--- src/rtl/i2c_slave_read_byte_pkg.sv ---
// Shared types and constants for the I2C slave byte receiver.
// Optional input synchronizers: I2C_INPUT_SYNC_EN.
package i2c_pkg;

  localparam int   DATA_WIDTH_DEF = 8;
  localparam int   CNT_W_DEF      = $clog2(DATA_WIDTH_DEF);
  localparam logic LINE_RST       = 1'b1;

  typedef enum logic [1:0] {
    IDLE = 2'd0,
    RECV = 2'd1,
    DONE = 2'd2
  } state_e;

endpackage

--- src/rtl/i2c_slave_read_byte_if.sv ---
// Controller-facing bundle of the I2C slave byte receiver.
// Carries enable, line levels and the received byte/status.
interface i2c_slave_read_byte_if
  import i2c_pkg::*;
#(
  parameter int DATA_WIDTH = DATA_WIDTH_DEF
) ();

  logic                  byte_read_en;
  logic [DATA_WIDTH-1:0] byte_read_o;
  logic                  byte_read_finish;
  logic                  byte_read_abort;
  logic                  scl_i;
  logic                  sda_i;

  modport master (
    output byte_read_en,
    output scl_i,
    output sda_i,
    input  byte_read_o,
    input  byte_read_finish,
    input  byte_read_abort
  );

  modport slave (
    input  byte_read_en,
    input  scl_i,
    input  sda_i,
    output byte_read_o,
    output byte_read_finish,
    output byte_read_abort
  );

endinterface

--- src/rtl/i2c_slave_read_bit.sv ---
// SCL rise and START/STOP detection from registered line levels.
// I2C_INPUT_SYNC_EN adds a 2-flop synchronizer on each line.
module i2c_slave_read_bit
  import i2c_pkg::*;
(
  input  logic clk,
  input  logic rst,
  input  logic scl_i,
  input  logic sda_i,
  output logic bit_read_o,
  output logic bit_read_valid,
  output logic bus_cond_o
);

  logic scl_c;
  logic sda_c;
  logic scl_last_q;
  logic sda_last_q;

`ifdef I2C_INPUT_SYNC_EN
  logic [1:0] scl_sync_q;
  logic [1:0] sda_sync_q;

  always_ff @(posedge clk) begin
    if (rst) begin
      scl_sync_q <= {2{LINE_RST}};
      sda_sync_q <= {2{LINE_RST}};
    end else begin
      scl_sync_q <= {scl_sync_q[0], scl_i};
      sda_sync_q <= {sda_sync_q[0], sda_i};
    end
  end

  assign scl_c = scl_sync_q[1];
  assign sda_c = sda_sync_q[1];
`else
  assign scl_c = scl_i;
  assign sda_c = sda_i;
`endif

  always_ff @(posedge clk) begin
    if (rst) begin
      scl_last_q <= LINE_RST;
      sda_last_q <= LINE_RST;
    end else begin
      scl_last_q <= scl_c;
      sda_last_q <= sda_c;
    end
  end

  // SDA moving while SCL stays high is a START or STOP
  assign bit_read_o     = sda_c;
  assign bit_read_valid = ~scl_last_q & scl_c;
  assign bus_cond_o     = scl_last_q & scl_c
                        & (sda_last_q ^ sda_c);

endmodule

--- src/rtl/i2c_slave_read_byte.sv ---
// Slave-side I2C byte receiver: MSB-first shift on SCL rise.
// Build option I2C_INPUT_SYNC_EN synchronizes scl/sda first.
module i2c_slave_read_byte
  import i2c_pkg::*;
#(
  parameter int DATA_WIDTH = DATA_WIDTH_DEF
) (
  input  logic                  clk,
  input  logic                  rst,
  i2c_slave_read_byte_if.slave  bus
);

  localparam int CNT_W = $clog2(DATA_WIDTH);
  localparam logic [CNT_W-1:0] LAST = CNT_W'(DATA_WIDTH - 1);

  logic bit_val;
  logic bit_valid;
  logic bus_cond;

  i2c_slave_read_bit u_bit (
    .clk            (clk),
    .rst            (rst),
    .scl_i          (bus.scl_i),
    .sda_i          (bus.sda_i),
    .bit_read_o     (bit_val),
    .bit_read_valid (bit_valid),
    .bus_cond_o     (bus_cond)
  );

  state_e                state_q, state_d;
  logic [CNT_W-1:0]      cnt_q, cnt_d;
  logic [DATA_WIDTH-1:0] shift_q, shift_d;
  logic [DATA_WIDTH-1:0] byte_q, byte_d;
  logic                  fin_q, fin_d;
  logic                  abort_q, abort_d;

  always_ff @(posedge clk) begin
    if (rst) begin
      state_q <= IDLE;
      cnt_q   <= '0;
      shift_q <= '0;
      byte_q  <= '0;
      fin_q   <= 1'b0;
      abort_q <= 1'b0;
    end else begin
      state_q <= state_d;
      cnt_q   <= cnt_d;
      shift_q <= shift_d;
      byte_q  <= byte_d;
      fin_q   <= fin_d;
      abort_q <= abort_d;
    end
  end

  // finish/byte register on the last rise, so they show during DONE
  always_comb begin
    state_d = state_q;
    cnt_d   = cnt_q;
    shift_d = shift_q;
    byte_d  = byte_q;
    fin_d   = 1'b0;
    abort_d = 1'b0;
    if (!bus.byte_read_en) begin
      state_d = IDLE;
      cnt_d   = '0;
    end else begin
      case (state_q)
        IDLE: begin
          cnt_d   = '0;
          state_d = RECV;
        end
        RECV: begin
          if (bit_valid) begin
            shift_d = {shift_q[DATA_WIDTH-2:0], bit_val};
            if (cnt_q == LAST) begin
              cnt_d   = '0;
              state_d = DONE;
              fin_d   = 1'b1;
              byte_d  = shift_d;
            end else begin
              cnt_d = cnt_q + CNT_W'(1);
            end
          end else if (bus_cond) begin
            abort_d = 1'b1;
            cnt_d   = '0;
          end
        end
        DONE: begin
          cnt_d   = '0;
          state_d = RECV;
        end
        default: begin
          cnt_d   = '0;
          state_d = IDLE;
        end
      endcase
    end
  end

  assign bus.byte_read_o      = byte_q;
  assign bus.byte_read_finish = fin_q;
  assign bus.byte_read_abort  = abort_q;

endmodule

--- src/flat_wrapper.sv ---
// flat-port wrapper written by rule: the top's interface ports become plain ports
module i2c_slave_read_byte_flat import i2c_pkg::*;
#(
  parameter int DATA_WIDTH = DATA_WIDTH_DEF
)
  (clk, rst, bus_byte_read_en, bus_scl_i, bus_sda_i, bus_byte_read_o, bus_byte_read_finish, bus_byte_read_abort);
  i2c_slave_read_byte_if #(.DATA_WIDTH(DATA_WIDTH)) bus_i ();
  input  logic clk;
  input  logic rst;
  input wire logic [$bits(bus_i.byte_read_en)-1:0] bus_byte_read_en;
  input wire logic [$bits(bus_i.scl_i)-1:0] bus_scl_i;
  input wire logic [$bits(bus_i.sda_i)-1:0] bus_sda_i;
  output wire logic [$bits(bus_i.byte_read_o)-1:0] bus_byte_read_o;
  output wire logic [$bits(bus_i.byte_read_finish)-1:0] bus_byte_read_finish;
  output wire logic [$bits(bus_i.byte_read_abort)-1:0] bus_byte_read_abort;
  assign bus_i.byte_read_en = bus_byte_read_en;
  assign bus_i.scl_i = bus_scl_i;
  assign bus_i.sda_i = bus_sda_i;
  assign bus_byte_read_o = bus_i.byte_read_o;
  assign bus_byte_read_finish = bus_i.byte_read_finish;
  assign bus_byte_read_abort = bus_i.byte_read_abort;
  i2c_slave_read_byte #(.DATA_WIDTH(DATA_WIDTH)) u_core (.clk(clk), .rst(rst), .bus(bus_i));
endmodule
--- config.mk ---
export PLATFORM = sky130hd
export DESIGN_NAME = i2c_slave_read_byte_flat
export DESIGN_NICKNAME = d
export VERILOG_FILES = /design/src/rtl/i2c_slave_read_byte_pkg.sv /design/src/rtl/i2c_slave_read_byte_if.sv /design/src/rtl/i2c_slave_read_bit.sv /design/src/rtl/i2c_slave_read_byte.sv /design/src/flat_wrapper.sv
export SDC_FILE = /design/constraint.sdc
export NUM_CORES = 1
export LEC_CHECK = 0
export ABC_AREA = 1
export CAP_MARGIN = 10
export CORE_AREA = 2 2 59 61
export DETAILED_ROUTE_END_ITERATION = 8
export DIE_AREA = 0 0 61 63
export SYNTH_ARGS = -nofsm -noshare
export SYNTH_HDL_FRONTEND = slang
export SYNTH_SLANG_ARGS = --single-unit
--- constraint.sdc ---
create_clock -name clk -period 2.24 [get_ports clk]
set_input_delay 0.224 -clock clk [delete_from_list [all_inputs] [get_ports clk]]
set_output_delay 0.224 -clock clk [all_outputs]
set_load 0.005 [all_outputs]
==> results.md <==
* Port Buffer Count at 14
* I/O pin cnt at 15
* Clock skew at approximately 0.0053 ns
* Part of the Yosys area used for sequential elements at between 50% and 60%
* Setup TNS at 0 ns
* DP Wirelength at 1310 um
* Slew @ Worst Pin at ~0.28 ns
* Antenna violations before repair at 0
* Pwr per Cell Area at 579.5 nW/um^2
* Post-synthesis register bit count at 24
* Total wire length at 1672 um
* Fillers at approximately 340
* Diodes inserted at 0
* Area of the mapped netlist at 909.6 sq um
* Status: complete, no violations
* FF+latch area at 480.5 sq um
* Multi-input gate area at 379.1 sq um
* GP Congestion at 0.8055
* Commonest non-fill, non-tap cell in the layout: nand2_1
* Period utilisation layout at between 60% and 70%
* Layout Nets at 140
* Initial Util at about 28%
* Pin count of the biggest net entering global routing at 13
* GRT Overall Usage at 9.611%
* Avg WL per Cell at roughly 9.4 um
* Worst path cell trace: clkdlybuf4s50_1
* Via/cell ratio at around 4.2
* Final Max Tran Viols at 0
* Worst Setup End Kind: output pin
* Final Hold Fails at 0
* Core area at 3232 sq um
* Area Growth Syn to Fin at 23.25%
* DIE AREA at about 3800 sq um
* Netlist cell types at 14
* Crit path time final at roughly 1.4 ns
* Iter 0 DRT Violations at 7
* CTS root buffer: clkbuf_4
* RSZ-0062 raised after global routing: no
* CTS Hold Bufs at 0
* P_leak at 0.0004589 uW
* Fmax at between 700 and 800 MHz
* Final core utilization at 34.69%
* Share of layout cells above drive strength 1 at between 8 and 9%
* Worst skew pair latency at 0.30 ns
* Worst path required time at 2.02 ns
* Max clock buf depth at 2
* Die X at a little over 60 um
* Syn Inst Count at between 100 and 150
* Post-CTS Setup Inserts at 0
* Worst EP arrival at 1.18 ns
* Clk sinks at 24
* Commonest cells after routing, fill and taps aside: 25 x nand2_1, 24 x dfxtp_1, 22 x nor2_1
* Relative slew slack at approximately 81%
* TritonRoute pass-1 iters at 4
* CP bufs+invs at 1
* Vias in the first global route at slightly below 700
* Max-cap violations at 0
* Final setup fails at 0
* Ys Warns at 0
* Crit Path Class: reg -> out
* Total congestion overflow at 0
* H-tree depth at 1
* VDD IR max at 0.0002781 V
* Via count at 736
* CTS tree: built
* CP max-delay cell: clkdlybuf4s50_1
* Worst min path class: reg -> reg
* Clock Pin Slew Worst Setup and Hold Paths at between 0.1 and 0.15 ns
* Syn_area_per_cell at 7.842 sq um
* Num CTS Buffers at 3
* CP top delay family: buffers and inverters
* Syn nets at 123
* Critical path peak fanout at 2
* Post_cts resized at 0
* Worst setup SP type: flip-flop
* Crit-path max cell delay at 0.51 ns
* First-pass GRT wire length at 2891 um
* Final ANT Viol Nets at 0
* Height of the die at 63 um
* Cell row count at 21
* # DRC at 0
==> metal layers <==
layer,wire [um],GRT usage [%],up-vias
met4,15,3.261,0
met2,795,16.13,7
met3,59,1.863,2
met1,801,11.94,331
li1,-,-,396
met5,0,0,-
==> flip-flops by register name, indices dropped and copies added (netlist names) <==
name / cells
u_core.state_q: 2
u_core.bus.byte_read_finish: 1
u_core.bus.byte_read_o: 8
u_core.u_bit.scl_last_q: 1
u_core.bus.byte_read_abort: 1
u_core.shift_q: 7
u_core.u_bit.sda_last_q: 1
u_core.cnt_q: 3
==> cell usage after synthesis (all sizes together) <==
library cell | n | area (sq um)
nand2 | 28 | 112.6
nor2 | 25 | 116.4
dfxtp | 24 | 480.5
a21oi | 11 | 55.05
inv | 11 | 41.29
o21ai | 9 | 45.04
nand3 | 4 | 25.02
ha | 2 | 25.02
buf | 1 | 5.000
clkbuf | 1 | 3.750
==> layout make-up <==
class	instances	share of cell area, %
timing repair buffer	14	12.50
inverter	11	3.683
multi-input combinational	79	33.82
tap	46	5.134
sequential	24	42.86
clock buffer	3	2.009
==> worst reg2reg max path, delay by kind of cell, from the launching register on <==
kind	cells	cell delay, ns
flops	1	0.40
fa+ha+maj	2	0.36
simple gates	3	0.31
compound gates	1	0.18
buf+inv	1	0.05
==> where the power goes <==
group	internal, uW	switching (uW)
Sequential	432	3.62
Clock	62.6	119
Combinational	12.9	19.6
Total	507	143
==> metrics by stage <==
step | setup slack, ns | hold slack [ns] | instance area (sq um) | power [uW] | instances
2_1_floorplan | 1.031 | 0.3206 | 909.6 | 464.5 | 116
3_3_place_gp | 0.7294 | 0.4545 | 1099 | 476.7 | 174
3_5_place_dp | 0.6596 | 0.4630 | 1099 | 477.3 | 174
4_1_cts | 0.8219 | 0.4804 | 1121 | 654.4 | 177
5_1_grt | 0.7311 | 0.4960 | 1121 | 677.4 | 177
6_report | 0.8329 | 0.4768 | 1121 | 649.7 | 177
==> kinds of logic (layout without fill, tap and decap cells) <==
logic type | count (synthesis) | count (layout) | share of synthesized area (%)
simple gates | 57 | 57 | 27.92
flops | 24 | 24 | 52.82
compound gates | 20 | 20 | 11.00
buf+inv | 13 | 28 | 5.501
fa+ha+maj | 2 | 2 | 2.751
==> worst paths after layout <==
path	start	end	slack, ns	cells past startpoint
hold reg to reg	u_core.bus.byte_read_o[5]	u_core.bus.byte_read_o[5]	0.48	2
setup reg to reg	u_core.cnt_q[0]	u_core.bus.byte_read_o[7]	0.85	7
setup / recovery	u_core.bus.byte_read_o[0]	bus_byte_read_o[0]	0.83	1
hold / removal	u_core.bus.byte_read_o[5]	u_core.bus.byte_read_o[5]	0.48	2
(Power assumes the default switching activity.)
